**config.mk**
```make
export PLATFORM = sky130hd
export DESIGN_NAME = mem_arbiter_flat
export DESIGN_NICKNAME = d
export VERILOG_FILES = /design/src/rtl/mem_arbiter_if.sv /design/src/rtl/mem_arbiter.sv /design/src/flat_wrapper.sv
export SDC_FILE = /design/constraint.sdc
export NUM_CORES = 1
export LEC_CHECK = 0
export CORE_MARGIN = 3
export CORE_UTILIZATION = 36
export CTS_BUF_LIST = sky130_fd_sc_hd__clkbuf_8
export CTS_CLUSTER_DIAMETER = 150
export DETAILED_ROUTE_END_ITERATION = 6
export PLACE_DENSITY = 0.86
export SYNTH_ARGS = -nofsm -noshare
export SYNTH_HDL_FRONTEND = slang
export SYNTH_SLANG_ARGS = --single-unit
```
**constraint.sdc**
```tcl
create_clock -name clk -period 1.8 [get_ports clk]
set_input_delay 0.27 -clock clk [delete_from_list [all_inputs] [get_ports clk]]
set_output_delay 0.27 -clock clk [all_outputs]
set_load 0.02 [all_outputs]
```
**src/rtl/mem_arbiter_if.sv**
```systemverilog
`default_nettype none
// +----------------------------------------------------------------------+
// | Module      : mem_arbiter_if                                          |
// | Description : Request/response and memory-side bus of mem_arbiter.    |
// |               slave = arbiter view, master = environment view.        |
// | Revision    : 1.0 - initial release                                   |
// +----------------------------------------------------------------------+
interface mem_arbiter_if;
  // IFU channel
  logic        ifu_req_valid;
  logic        ifu_req_ready;
  logic [31:0] ifu_addr;
  logic        ifu_resp_valid;
  logic        ifu_resp_ready;
  logic [31:0] ifu_rdata;
  // LSU channel
  logic        lsu_req_valid;
  logic        lsu_req_ready;
  logic        lsu_wen;
  logic [7:0]  lsu_wmask;
  logic [31:0] lsu_addr;
  logic [31:0] lsu_wdata;
  logic        lsu_resp_valid;
  logic        lsu_resp_ready;
  logic [31:0] lsu_rdata;
  // memory side
  logic        mem_valid;
  logic        mem_wen;
  logic [7:0]  mem_wmask;
  logic [31:0] mem_raddr;
  logic [31:0] mem_waddr;
  logic [31:0] mem_wdata;
  logic [31:0] mem_rdata;

  modport slave (
    input  ifu_req_valid, ifu_addr, ifu_resp_ready,
    input  lsu_req_valid, lsu_wen, lsu_wmask, lsu_addr, lsu_wdata, lsu_resp_ready,
    input  mem_rdata,
    output ifu_req_ready, ifu_resp_valid, ifu_rdata,
    output lsu_req_ready, lsu_resp_valid, lsu_rdata,
    output mem_valid, mem_wen, mem_wmask, mem_raddr, mem_waddr, mem_wdata
  );

  modport master (
    output ifu_req_valid, ifu_addr, ifu_resp_ready,
    output lsu_req_valid, lsu_wen, lsu_wmask, lsu_addr, lsu_wdata, lsu_resp_ready,
    output mem_rdata,
    input  ifu_req_ready, ifu_resp_valid, ifu_rdata,
    input  lsu_req_ready, lsu_resp_valid, lsu_rdata,
    input  mem_valid, mem_wen, mem_wmask, mem_raddr, mem_waddr, mem_wdata
  );
endinterface
`default_nettype wire

```
**src/rtl/mem_arbiter.sv**
```systemverilog
`default_nettype none
// +----------------------------------------------------------------------+
// | Module      : mem_arbiter                                             |
// | Description : Round-robin arbiter sharing one data memory between the |
// |               IFU (read-only) and the LSU (read/write). One access at |
// |               a time, held LATENCY cycles, single-cycle mem strobe.   |
// | Revision    : 1.0 - initial release                                   |
// +----------------------------------------------------------------------+
module mem_arbiter #(
  parameter int unsigned LATENCY = 1,
  parameter int unsigned CNT_W   = 4
) (
  input wire           clk,
  input wire           rst_n,
  mem_arbiter_if.slave bus
);

  localparam logic [1:0]       S_IDLE   = 2'd0;
  localparam logic [1:0]       S_BUSY   = 2'd1;
  localparam logic [1:0]       S_RESP   = 2'd2;
  localparam logic             OWN_IFU  = 1'b0;
  localparam logic             OWN_LSU  = 1'b1;
  localparam logic [CNT_W-1:0] CNT_LOAD = CNT_W'(LATENCY - 1);
  localparam logic [CNT_W-1:0] CNT_ONE  = CNT_W'(1);

  logic [1:0]       state_q, state_d;
  logic [CNT_W-1:0] cnt_q, cnt_d;
  logic             owner_q, owner_d;
  logic             last_q, last_d;
  logic [31:0]      addr_q, addr_d;
  logic             wen_q, wen_d;
  logic [7:0]       wmask_q, wmask_d;
  logic [31:0]      wdata_q, wdata_d;
  logic [31:0]      rdata_q, rdata_d;

  logic grant_ifu;
  logic grant_lsu;
  logic strobe;
  logic owner_resp_ready;
  logic in_resp;

  // Grant in IDLE: a lone requester wins, a tie goes to whoever was not served last
  always_comb begin
    grant_ifu = 1'b0;
    grant_lsu = 1'b0;
    if (rst_n && (state_q == S_IDLE)) begin
      if (bus.ifu_req_valid && bus.lsu_req_valid) begin
        if (last_q == OWN_IFU) grant_lsu = 1'b1;
        else                   grant_ifu = 1'b1;
      end else begin
        grant_ifu = bus.ifu_req_valid;
        grant_lsu = bus.lsu_req_valid;
      end
    end
  end

  assign owner_resp_ready = (owner_q == OWN_LSU) ? bus.lsu_resp_ready : bus.ifu_resp_ready;

  // Transaction sequencing: latch request, count down latency, strobe memory, hold response
  always_comb begin
    state_d = state_q;
    cnt_d   = cnt_q;
    owner_d = owner_q;
    last_d  = last_q;
    addr_d  = addr_q;
    wen_d   = wen_q;
    wmask_d = wmask_q;
    wdata_d = wdata_q;
    rdata_d = rdata_q;
    strobe  = 1'b0;
    case (state_q)
      S_IDLE: begin
        if (grant_lsu) begin
          addr_d  = bus.lsu_addr;
          wen_d   = bus.lsu_wen;
          wmask_d = bus.lsu_wmask;
          wdata_d = bus.lsu_wdata;
          owner_d = OWN_LSU;
          last_d  = OWN_LSU;
          cnt_d   = CNT_LOAD;
          state_d = S_BUSY;
        end else if (grant_ifu) begin
          addr_d  = bus.ifu_addr;
          wen_d   = 1'b0;
          wmask_d = 8'h00;
          wdata_d = 32'h0;
          owner_d = OWN_IFU;
          last_d  = OWN_IFU;
          cnt_d   = CNT_LOAD;
          state_d = S_BUSY;
        end
      end
      S_BUSY: begin
        if (cnt_q != '0) begin
          cnt_d = cnt_q - CNT_ONE;
        end else begin
          // memory data is combinational, so the pre-write word is captured here
          strobe  = 1'b1;
          rdata_d = bus.mem_rdata;
          state_d = S_RESP;
        end
      end
      S_RESP: begin
        if (owner_resp_ready) state_d = S_IDLE;
      end
      default: state_d = S_IDLE;
    endcase
  end

  // State registers; reset abandons any in-flight access
  always_ff @(posedge clk or negedge rst_n) begin
    if (!rst_n) begin
      state_q <= S_IDLE;
      cnt_q   <= '0;
      owner_q <= OWN_IFU;
      last_q  <= OWN_IFU;
      addr_q  <= 32'h0;
      wen_q   <= 1'b0;
      wmask_q <= 8'h00;
      wdata_q <= 32'h0;
      rdata_q <= 32'h0;
    end else begin
      state_q <= state_d;
      cnt_q   <= cnt_d;
      owner_q <= owner_d;
      last_q  <= last_d;
      addr_q  <= addr_d;
      wen_q   <= wen_d;
      wmask_q <= wmask_d;
      wdata_q <= wdata_d;
      rdata_q <= rdata_d;
    end
  end

  assign in_resp = (state_q == S_RESP);

  assign bus.ifu_req_ready  = grant_ifu;
  assign bus.lsu_req_ready  = grant_lsu;
  assign bus.ifu_resp_valid = in_resp && (owner_q == OWN_IFU);
  assign bus.lsu_resp_valid = in_resp && (owner_q == OWN_LSU);
  assign bus.ifu_rdata      = bus.ifu_resp_valid ? rdata_q : 32'h0;
  assign bus.lsu_rdata      = bus.lsu_resp_valid ? rdata_q : 32'h0;

  // write-side fields are only meaningful during the strobe
  assign bus.mem_valid = strobe;
  assign bus.mem_wen   = strobe && wen_q;
  assign bus.mem_wmask = strobe ? wmask_q : 8'h00;
  assign bus.mem_wdata = strobe ? wdata_q : 32'h0;
  assign bus.mem_raddr = addr_q;
  assign bus.mem_waddr = addr_q;

endmodule
`default_nettype wire

```
**src/flat_wrapper.sv**
```systemverilog
// flat-port wrapper written by rule: the top's interface ports become plain ports
module mem_arbiter_flat 
#(
  parameter int unsigned LATENCY = 1,
  parameter int unsigned CNT_W   = 4
)
  (clk, rst_n, bus_ifu_req_valid, bus_ifu_addr, bus_ifu_resp_ready, bus_lsu_req_valid, bus_lsu_wen, bus_lsu_wmask, bus_lsu_addr, bus_lsu_wdata, bus_lsu_resp_ready, bus_mem_rdata, bus_ifu_req_ready, bus_ifu_resp_valid, bus_ifu_rdata, bus_lsu_req_ready, bus_lsu_resp_valid, bus_lsu_rdata, bus_mem_valid, bus_mem_wen, bus_mem_wmask, bus_mem_raddr, bus_mem_waddr, bus_mem_wdata);
  mem_arbiter_if bus_i ();
  input wire clk;
  input wire rst_n;
  input wire logic [$bits(bus_i.ifu_req_valid)-1:0] bus_ifu_req_valid;
  input wire logic [$bits(bus_i.ifu_addr)-1:0] bus_ifu_addr;
  input wire logic [$bits(bus_i.ifu_resp_ready)-1:0] bus_ifu_resp_ready;
  input wire logic [$bits(bus_i.lsu_req_valid)-1:0] bus_lsu_req_valid;
  input wire logic [$bits(bus_i.lsu_wen)-1:0] bus_lsu_wen;
  input wire logic [$bits(bus_i.lsu_wmask)-1:0] bus_lsu_wmask;
  input wire logic [$bits(bus_i.lsu_addr)-1:0] bus_lsu_addr;
  input wire logic [$bits(bus_i.lsu_wdata)-1:0] bus_lsu_wdata;
  input wire logic [$bits(bus_i.lsu_resp_ready)-1:0] bus_lsu_resp_ready;
  input wire logic [$bits(bus_i.mem_rdata)-1:0] bus_mem_rdata;
  output wire logic [$bits(bus_i.ifu_req_ready)-1:0] bus_ifu_req_ready;
  output wire logic [$bits(bus_i.ifu_resp_valid)-1:0] bus_ifu_resp_valid;
  output wire logic [$bits(bus_i.ifu_rdata)-1:0] bus_ifu_rdata;
  output wire logic [$bits(bus_i.lsu_req_ready)-1:0] bus_lsu_req_ready;
  output wire logic [$bits(bus_i.lsu_resp_valid)-1:0] bus_lsu_resp_valid;
  output wire logic [$bits(bus_i.lsu_rdata)-1:0] bus_lsu_rdata;
  output wire logic [$bits(bus_i.mem_valid)-1:0] bus_mem_valid;
  output wire logic [$bits(bus_i.mem_wen)-1:0] bus_mem_wen;
  output wire logic [$bits(bus_i.mem_wmask)-1:0] bus_mem_wmask;
  output wire logic [$bits(bus_i.mem_raddr)-1:0] bus_mem_raddr;
  output wire logic [$bits(bus_i.mem_waddr)-1:0] bus_mem_waddr;
  output wire logic [$bits(bus_i.mem_wdata)-1:0] bus_mem_wdata;
  assign bus_i.ifu_req_valid = bus_ifu_req_valid;
  assign bus_i.ifu_addr = bus_ifu_addr;
  assign bus_i.ifu_resp_ready = bus_ifu_resp_ready;
  assign bus_i.lsu_req_valid = bus_lsu_req_valid;
  assign bus_i.lsu_wen = bus_lsu_wen;
  assign bus_i.lsu_wmask = bus_lsu_wmask;
  assign bus_i.lsu_addr = bus_lsu_addr;
  assign bus_i.lsu_wdata = bus_lsu_wdata;
  assign bus_i.lsu_resp_ready = bus_lsu_resp_ready;
  assign bus_i.mem_rdata = bus_mem_rdata;
  assign bus_ifu_req_ready = bus_i.ifu_req_ready;
  assign bus_ifu_resp_valid = bus_i.ifu_resp_valid;
  assign bus_ifu_rdata = bus_i.ifu_rdata;
  assign bus_lsu_req_ready = bus_i.lsu_req_ready;
  assign bus_lsu_resp_valid = bus_i.lsu_resp_valid;
  assign bus_lsu_rdata = bus_i.lsu_rdata;
  assign bus_mem_valid = bus_i.mem_valid;
  assign bus_mem_wen = bus_i.mem_wen;
  assign bus_mem_wmask = bus_i.mem_wmask;
  assign bus_mem_raddr = bus_i.mem_raddr;
  assign bus_mem_waddr = bus_i.mem_waddr;
  assign bus_mem_wdata = bus_i.mem_wdata;
  mem_arbiter #(.LATENCY(LATENCY), .CNT_W(CNT_W)) u_core (.clk(clk), .rst_n(rst_n), .bus(bus_i));
endmodule
```
==> run_results.csv, run 1 <==
group,metric,value,unit
grt,grt_antenna_before_repair,0,
grt,met1_layer_usage_reported_by_global_route,0.274,
route,dr.first_iter.drc_count,435,
logic_synthesis,post_synth.cell_area_avg,10.5,um2
worst_setup_path,critical_path.max_fanout,7,
timing,timing.hold.ws,98.5,ps
route,drt-vias-per-instance,5.28,
logic_synthesis,synth.cell_area,0.00567,mm2
timing,timing.final.crit_share,1.27,
final_layout,drive_above_1_share,0.449,
clock_network,tritoncts_clock_tree,"done",
floorplanning,die_area,0.0173,mm2
grt,grt_pass1_wl,31400,um
timing,finalCriticalPeriod,2280,ps
placed_design,port-buffer-count,316,
floorplanning,floorplan.die.width,132,um
placed_design,gp_congestion,0.793,
final_layout,n_antenna_cell,0,
timing,fin_ws,-479,ps
clock_network,hold_buffers,0,
final_layout,area_of_the_multi_input_gates,0.00295,mm2
worst_setup_path,reg2reg_to,"u_core.rdata_q[3]",
timing,timing_max_transition_violations_final,0,
run_status,result_of_the_run,"finished with violations",
flow_run,drv.max_cap_violation_count,0,
grt,gr-total-overflow,0,
final_layout,fillers,984,
timing,hold_violations,0,
logic_synthesis,sequential_to_total_area_share_from_yosys_stat,0.494,
logic_synthesis,yosys_warnings,0,
floorplanning,effective_utilization_at_floorplan,0.370,
timing,max_slew.worst_pin.slew,766,ps
hold_path,hold_crit_class,"in -> async",
logic_synthesis,synth_nets,683,
route,drt-wirelength-per-cell,22.0,um
logic_synthesis,postSynthRegisterBits,112,
worst_setup_path,critPathRequiredTime,1530,ps
timing,clock.fmax,0.439,GHz
run_status,violated_checks,"negative setup slack",
worst_setup_path,timing.reg2reg.worst_path_depth,11,
final_layout,final_core_util,0.723,
worst_setup_path,ff2ff_setup_slack,-380,ps
power,cellLeakagePower,4.89,nW
floorplanning,floorplan.rows,45,
clock_network,cts_made_buffers,9,
placed_design,dpl.hpwl,13200,um
grt,grt.total_usage,0.228,
clock_network,number_of_h_tree_branching_levels,3,
final_layout,final_net_count,1034,
clock_network,max-clock-path-buffers,2,
worst_setup_path,critPathLaunchType,"register",
timing,rsz0062_at_grt,"yes",
final_layout,layout.cells.most_common,"clkdlybuf4s50_1",
route,dr_total_vias,5839,
floorplanning,placeableCoreArea,0.0153,mm2
power,total_power,17.5,mW
grt,vias_in_the_first_global_route,5684,
clock_network,clock_sink_count,112,
final_layout,flow.area_growth_from_synthesis,95.1,%
power,worst_ir_drop_vdd,969,uV
final_layout,sequential_cell_area,0.00281,mm2
logic_synthesis,postSynth.asyncResetShare,1.00,
route,ant_nets,0,
worst_setup_path,worst_setup_path_end_kind,"primary output",
grt,grtUsageMet2,0.409,
grt,grt_max_degree,63,
logic_synthesis,synth_enable_flop_cells,0,
grt,grt_busiest_layer,"met2",
route,drtPass1Iterations,5,
clock_network,cts.root.buffer_cell,"clkbuf_8",
floorplanning,die_h,132,um
logic_synthesis,ys_dominant_reg_cell,"dfrtp_1",
power,p_per_area,1580,mW/mm2
logic_synthesis,synth.distinct_cells,39,
floorplanning,floorplan.io_pins,317,
route,drc,0,
timing,final.setup_skew,12.5,ps
worst_setup_path,setup.worst_path.class,"reg -> out",
route,finalWirelength,24300,um
logic_synthesis,syn-instance-count,538,
final_layout,final_cell_mix,"clkdlybuf4s50_1 (205), buf_6 (138), dfrtp_1 (110)",
timing,slew_headroom,0.489,
worst_setup_path,worst_r2r_startpoint,"u_core.cnt_q[0]",
clock_network,clk-insertion-delay-late,390,ps
grt,use_met3,0.0509,
timing,timing.final.setup_violations,188,
placed_design,detailedPlace.worstSlack,-424,ps
worst_setup_path,critical_path_arrival,2010,ps
clock_network,cts.clk_slew.worst_paths,120,ps
==> what timing repair did <==
item,CTS,global route
cloned,10,16
setup endpoints to repair,212,209
gates resized for setup,726,151
buffers inserted,28,21
pin swaps,19,12
==> worst max-delay path, cell delays in order, from the launching register on <==
cell,delay (ps)
dfrtp_1,420
inv_2,90
ha_4,120
nor3b_4,180
nor2b_4,210
buf_12,120
buf_8,120
buf_12,120
and2_4,140
buf_6,110
==> state kept, by name (all words and copies together) (netlist names) <==
| signal | cells |
|---|---|
| u_core.bus.mem_raddr | 32 |
| u_core.cnt_q | 4 |
| u_core.owner_q | 1 |
| u_core.rdata_q | 32 |
| u_core.state_q | 2 |
| u_core.wdata_q | 32 |
| u_core.wen_q | 1 |
| u_core.wmask_q | 8 |
==> metal layers <==
layer | part of all wire | wire length, um
met5 | 0 | 0
met4 | 0.023 | 559
met2 | 0.52 | 12600
met3 | 0.082 | 2000
met1 | 0.37 | 9090
==> worst max-delay path by stage <==
| stage | from | endpoint | slack (ps) | cells past startpoint |
|---|---|---|---|---|
| final | u_core.cnt_q[0] | bus_mem_wdata[24] | -480 | 9 |
| after global routing | u_core.cnt_q[1] | bus_mem_wdata[26] | -570 | 9 |
| after CTS | u_core.cnt_q[0] | bus_mem_wdata[24] | -490 | 9 |
| after detailed placement | u_core.cnt_q[0] | bus_mem_wdata[1] | -420 | 7 |
| after global placement | u_core.cnt_q[1] | bus_mem_wdata[3] | -340 | 7 |
| after floorplan | u_core.cnt_q[0] | bus_mem_wdata[0] | -2 | 7 |
==> cell usage after synthesis, types with 3 or more instances <==
cell / instances / area share
inv_1: 3 / 0.0020
o21ai_1: 3 / 0.0026
a21oi_1: 34 / 0.030
buf_2: 16 / 0.014
clkbuf_2: 3 / 0.0026
a31oi_1: 33 / 0.036
a22o_1: 41 / 0.063
nand2b_1: 3 / 0.0033
dfrtp_1: 112 / 0.49
mux2_2: 15 / 0.030
and2_1: 105 / 0.12
buf_6: 6 / 0.012
mux2_1: 18 / 0.036
clkbuf_1: 20 / 0.013
nand3_1: 32 / 0.028
o21ai_0: 31 / 0.027
nor2_1: 4 / 0.0026
buf_4: 35 / 0.046
==> metrics by stage <==
stage	setup TNS, ps	std cells	area [um2]
2_1_floorplan	-64.4	538	5810
3_3_place_gp	-32390	1023	9110
4_1_cts	-55660	1076	10100
3_5_place_dp	-41210	1023	9110
6_report	-51150	1105	11100
5_1_grt	-63480	1105	11100
==> report_power, final <==
part / leakage [nW] / total [mW] / internal [mW] / switching (mW)
sequential: 1.36 / 4.93 / 3.77 / 1.16
combinational: 3.43 / 11.0 / 6.24 / 4.75
clock: 0.102 / 1.54 / 0.552 / 0.988
==> logic make-up after synthesis <==
family,count (synthesis),synth area share
mux,34,0.0673
compound gates,150,0.172
simple gates,157,0.172
fa+ha+maj,2,0.00441
buf+inv,83,0.0902
flops,112,0.494
==> area by class of cell <==
class	instances	share of cell area
tap	211	0.0239
clock inverter	7	0.00656
inverter	3	0.00102
timing repair buffer	420	0.438
sequential	112	0.253
multi-input combinational	343	0.266
clock buffer	9	0.0112
(Power assumes the default switching activity.)
==> run 2: changes to the inputs <==
--- a/config.mk
+++ b/config.mk
@@ -5,6 +5,7 @@
 export SDC_FILE = /design/constraint.sdc
 export NUM_CORES = 1
 export LEC_CHECK = 0
+export CORE_ASPECT_RATIO = 1.4
 export CORE_MARGIN = 3
 export CORE_UTILIZATION = 36
 export CTS_BUF_LIST = sky130_fd_sc_hd__clkbuf_8
==> run_results.csv, run 2 (synthesis gave the netlist of run 1 again) <==
group,metric,value,unit
run_status,result_of_the_run,"finished with violations",
run_status,violated_checks,"negative setup slack",
final_layout,fillers,1107,
hold_path,hold_crit_class,"in -> reg",
timing,finalCriticalPeriod,2190,ps
power,p_per_area,1530,mW/mm2
timing,rsz0062_at_grt,"yes",
power,cellLeakagePower,4.64,nW
clock_network,tritoncts_clock_tree,"done",
floorplanning,die_area,0.0173,mm2
placed_design,port-buffer-count,316,
grt,grt_pass1_wl,31600,um
route,dr.first_iter.drc_count,323,
worst_setup_path,crit_path_max_incr_delay,400,ps
power,worst_ir_drop_vdd,857,uV
final_layout,final_net_count,1020,
timing,timing.final.crit_share,1.21,
floorplanning,die_h,155,um
route,drtPass1Iterations,4,
worst_setup_path,critical_path.slowest_cell,"dfrtp_1",
final_layout,layout.cells.most_common,"clkdlybuf4s50_1",
grt,vias_in_the_first_global_route,5892,
worst_setup_path,worst_setup_path_end_kind,"primary output",
route,finalWirelength,21800,um
grt,gr-total-overflow,0,
floorplanning,effective_utilization_at_floorplan,0.372,
flow_run,drv.max_cap_violation_count,0,
timing,timing_max_transition_violations_final,0,
route,dr_total_vias,5528,
floorplanning,floorplan.rows,53,
worst_setup_path,critical_path.max_fanout,5,
final_layout,final_cell_mix,"clkdlybuf4s50_1 (205), buf_6 (126), dfrtp_1 (111)",
floorplanning,floorplan.die.width,112,um
clock_network,number_of_h_tree_branching_levels,3,
clock_network,max-clock-path-buffers,2,
worst_setup_path,timing.critical_path.cells,"inv_2, ha_4, nor3b_4, nor2b_4, buf_12, clkbuf_16, and2_4, buf_6",
floorplanning,floorplan.io_pins,317,
route,ant_nets,0,
timing,fin_ws,-385,ps
route,drc,0,
timing,final.setup_skew,11.4,ps
grt,grt_antenna_before_repair,0,
route,drt-vias-per-instance,5.16,
worst_setup_path,critPathRequiredTime,1530,ps
timing,hold_violations,0,
power,total_power,16.2,mW
clock_network,cts_made_buffers,9,
clock_network,clk-insertion-delay-late,380,ps
final_layout,area_of_the_multi_input_gates,0.00281,mm2
floorplanning,placeableCoreArea,0.0153,mm2
grt,grt.total_usage,0.229,
timing,timing.hold.ws,450,ps
placed_design,dpl.hpwl,13600,um
grt,grt_max_degree,53,
timing,max_slew.worst_pin.slew,660,ps
clock_network,clock_sink_count,112,
timing,clock.fmax,0.458,GHz
final_layout,n_antenna_cell,0,
timing,timing.final.setup_violations,132,
clock_network,cts.root.buffer_cell,"clkbuf_8",
worst_setup_path,critical_path_arrival,1920,ps
final_layout,flow.area_growth_from_synthesis,87.2,%
final_layout,drive_above_1_share,0.420,
timing,slew_headroom,0.560,
clock_network,cts.clk_slew.worst_paths,110,ps
placed_design,gp_congestion,0.850,
final_layout,sequential_cell_area,0.00280,mm2
worst_setup_path,critPathLaunchType,"register",
route,drt-wirelength-per-cell,20.4,um
worst_setup_path,setup.worst_path.class,"reg -> out",
run 2: metal layers:
layer	wire (um)	track usage	vias to the layer above
met5	0	0	-
met4	633	0.0893	0
met3	1090	0.0337	40
met2	12200	0.437	239
li1	-	-	2534
met1	7880	0.253	2715
run 2: through the flow:
step	setup TNS (ps)	cell area (um2)	setup WS, ps	instances	util
after floorplan	-64.4	5810	-2.15	538	-
after global placement	-30060	9040	-345	1000	0.593
after detailed placement	-39530	9040	-475	1000	0.593
after CTS	-34790	10200	-421	1056	0.667
after global routing	-37870	10600	-477	1071	0.696
final	-27180	10600	-385	1071	0.696
run 2: power breakdown:
group	leakage [nW]	switching [mW]	total (mW)	internal, mW
combinational	3.20	4.38	9.90	5.52
clock	0.0814	0.908	1.43	0.519
sequential	1.36	1.11	4.88	3.77
total	4.64	6.40	16.2	9.81
run 2: what timing repair did:
item / in CTS / in global routing
endpoints found under the hold margin: 31 / 0
gates cloned: 11 / 8
gates resized for setup: 738 / 62
buffers inserted: 28 / 10
pin swaps: 25 / 14
hold buffers: 2 / 0
setup endpoints to repair: 170 / 209
run 2: final timing paths:
kind | from | to | slack, ps | cells after the start
setup / recovery | u_core.cnt_q[0] | bus_mem_wmask[3] | -390 | 8
hold / removal | bus_ifu_addr[21] | u_core.bus.mem_raddr[21] | 450 | 3
setup reg to reg | u_core.cnt_q[0] | u_core.rdata_q[21] | -170 | 7
hold reg to reg | u_core.rdata_q[27] | u_core.rdata_q[27] | 520 | 1
max in group asynchronous | rst_n | u_core.wmask_q[1] | 640 | 4
min in group asynchronous | rst_n | u_core.bus.mem_raddr[8] | 490 | 4
run 2: final cells by class:
cell class,count,area share
clock inverter,6,0.00507
multi-input combinational,343,0.264
clock buffer,9,0.0117
tap,192,0.0226
sequential,112,0.264
timing repair buffer,406,0.431
inverter,3,0.00106
run 2: worst max-delay path: cells and delay by family, from the launching register on:
kind / cells / cell delay (ps)
and+or+nand+nor: 3 / 510
buffers and inverters: 4 / 500
DFF: 1 / 400
adders and majority gates: 1 / 130
==> run 3: changes to the inputs <==
--- a/config.mk
+++ b/config.mk
@@ -15,3 +15,4 @@
 export SYNTH_ARGS = -nofsm -noshare
 export SYNTH_HDL_FRONTEND = slang
 export SYNTH_SLANG_ARGS = --single-unit
+export TNS_END_PERCENT = 50
==> run_results.csv, run 3 (synthesis gave the netlist of run 1 again) <==
group,metric,value,unit
run_status,result_of_the_run,"finished with violations",
run_status,violated_checks,"negative setup slack",
hold_path,hold-path-cell-count,3,
final_layout,fin_cells,1055,
clock_network,cts.root.buffer_cell,"clkbuf_8",
timing,slew_headroom,0.572,
floorplanning,die_area,0.0173,mm2
worst_setup_path,crit_path_max_incr_delay,400,ps
floorplanning,placeableCoreArea,0.0153,mm2
hold_path,hold_crit_class,"in -> reg",
final_layout,flow.area_growth_from_synthesis,76.6,%
worst_setup_path,worst_r2r_startpoint,"u_core.state_q[1]",
timing,max_slew.worst_pin.slew,643,ps
floorplanning,floorplan.io_pins,317,
route,dr.first_iter.drc_count,306,
final_layout,final_cell_mix,"clkdlybuf4s50_1 (205), dfrtp_1 (111), buf_6 (102)",
floorplanning,floorplan.rows,53,
worst_setup_path,timing.critical_path.cells,"inv_2, ha_4, nor3b_4, nor2b_4, buf_12, buf_12, and2_4, buf_6",
clock_network,cts_made_buffers,9,
timing,fin_ws,-377,ps
power,intPower,9.19,mW
worst_setup_path,crit_top_cell,"buf_12",
floorplanning,floorplan.die.width,112,um
grt,grt_pass1_wl,30700,um
timing,timing_max_transition_violations_final,0,
clock_network,max-clock-path-buffers,2,
power,p_per_area,1520,mW/mm2
worst_setup_path,critPathLaunchType,"register",
route,ant_nets,0,
route,drc,0,
clock_network,tritoncts_clock_tree,"done",
clock_network,clock_sink_count,112,
timing,timing.hold.ws,457,ps
floorplanning,die_h,155,um
route,drt-wirelength-per-cell,19.2,um
worst_setup_path,setup.worst_path.class,"reg -> out",
grt,vias_in_the_first_global_route,5731,
placed_design,dp_cells,1000,
clock_network,clk-insertion-delay-late,380,ps
worst_setup_path,ff2ff_setup_slack,-70,ps
placed_design,gp_congestion,0.850,
grt,grt_antenna_before_repair,1,
worst_setup_path,path_delay_family,"simple AND/OR/NAND/NOR gates",
timing,timing.final.setup_violations,171,
worst_setup_path,worst_setup_path_end_kind,"primary output",
power,power.share.switching,0.396,
timing,clock.fmax,0.459,GHz
power,worst_ir_drop_vdd,890,uV
worst_setup_path,critPathRequiredTime,1530,ps
power,sequentialPowerShare,0.318,
worst_setup_path,timing.reg2reg.worst_path_depth,7,
clock_network,cts.clk_slew.worst_paths,110,ps
worst_setup_path,worst_setup_path_startpoint,"u_core.cnt_q[0]",
worst_setup_path,cp_num_buf_inv,4,
worst_setup_path,critical_path.max_fanout,9,
hold_path,whs_endpoint,"u_core.bus.mem_raddr[21]",
final_layout,n_antenna_cell,0,
grt,gr-total-overflow,0,
timing,finalCriticalPeriod,2180,ps
grt,grt.total_usage,0.222,
timing,hold_violations,0,
timing,rsz0062_at_grt,"yes",
route,drt-vias-per-instance,5.08,
route,finalWirelength,20200,um
route,dr_total_vias,5360,
worst_setup_path,critical_path_arrival,1910,ps
timing,timing.final.crit_share,1.21,
final_layout,final_net_count,1004,
final_layout,drive_above_1_share,0.371,
power,power.share.clock,0.093,
hold_path,timing.hold.worst.start,"bus_ifu_addr[21]",
grt,grt_max_degree,53,
timing,final.setup_skew,15.6,ps
power,p_sw,6.02,mW
placed_design,dpl.hpwl,13600,um
worst_setup_path,critical_path.slowest_cell,"dfrtp_1",
clock_network,number_of_h_tree_branching_levels,3,
final_layout,final_core_util,0.657,
floorplanning,effective_utilization_at_floorplan,0.372,
worst_setup_path,reg2reg_to,"u_core.bus.mem_raddr[3]",
flow_run,drv.max_cap_violation_count,0,
route,drtPass1Iterations,4,
power,combinationalPowerShare,0.589,
placed_design,port-buffer-count,316,
final_layout,layout.cells.most_common,"clkdlybuf4s50_1",
power,cellLeakagePower,4.44,nW
==> run 3: what timing repair did <==
action	in CTS	in global routing
endpoints found under the hold margin	31	0
pin swaps	13	22
setup endpoints to repair	170	198
resized for setup	645	54
gates cloned	9	4
hold buffers	2	0
setup buffers	20	7
==> run 3: layout make-up <==
type | count | area (um2)
Fill cell | 1166 | 5230
Tap cell | 192 | 240
Inverter | 3 | 11.3
Sequential cell | 112 | 2800
Clock buffer | 9 | 124
Timing Repair Buffer | 390 | 4160
Multi-Input combinational cell | 343 | 2630
Clock inverter | 6 | 53.8
==> run 3: power groups by stage <==
stage          Combinational (mW)  Sequential, mW  Clock (mW)
6_report                     8.95            4.84        1.41
2_1_floorplan                4.33            4.88           0
4_1_cts                      8.58            4.80        1.48
5_1_grt                      9.50            4.98        1.57
3_3_place_gp                 7.40            4.77           0
3_5_place_dp                 7.58            4.80           0
==> run 3: worst reg2reg max path, stage by stage (launching register included) <==
cell and delay, ps:
dfrtp_1 410, buf_6 130, or3b_4 430, buf_12 160, buf_4 120, buf_4 160
o21ai_0 240, a31oi_1 120
==> run 3: metal layers <==
layer,global-route usage,wire (um),vias up
met4,0.0893,531,2
met5,0,20,-
met1,0.247,7300,2595
met3,0.0348,1050,36
li1,-,-,2509
met2,0.417,11300,218
==> run 3: how the worst max path moves through the flow <==
stage	end	slack (ps)	cells past startpoint
3_5_place_dp	bus_mem_wdata[18]	-480	7
4_1_cts	bus_mem_wmask[4]	-420	8
3_3_place_gp	bus_mem_wdata[23]	-350	7
5_1_grt	bus_mem_wdata[18]	-480	8
6_report	bus_mem_wdata[18]	-380	8
2_1_floorplan	bus_mem_wdata[0]	-2	7
==> run 3: per-stage QoR <==
stage	instance area [um2]	worst slack, ps	power (mW)	setup TNS, ps
after floorplan	5810	-2.15	9.21	-64.4
after global placement	9040	-345	12.2	-30060
after detailed placement	9040	-475	12.4	-39530
after CTS	9790	-421	14.8	-36980
after global routing	10000	-475	16.1	-39830
final	10000	-377	15.2	-25770
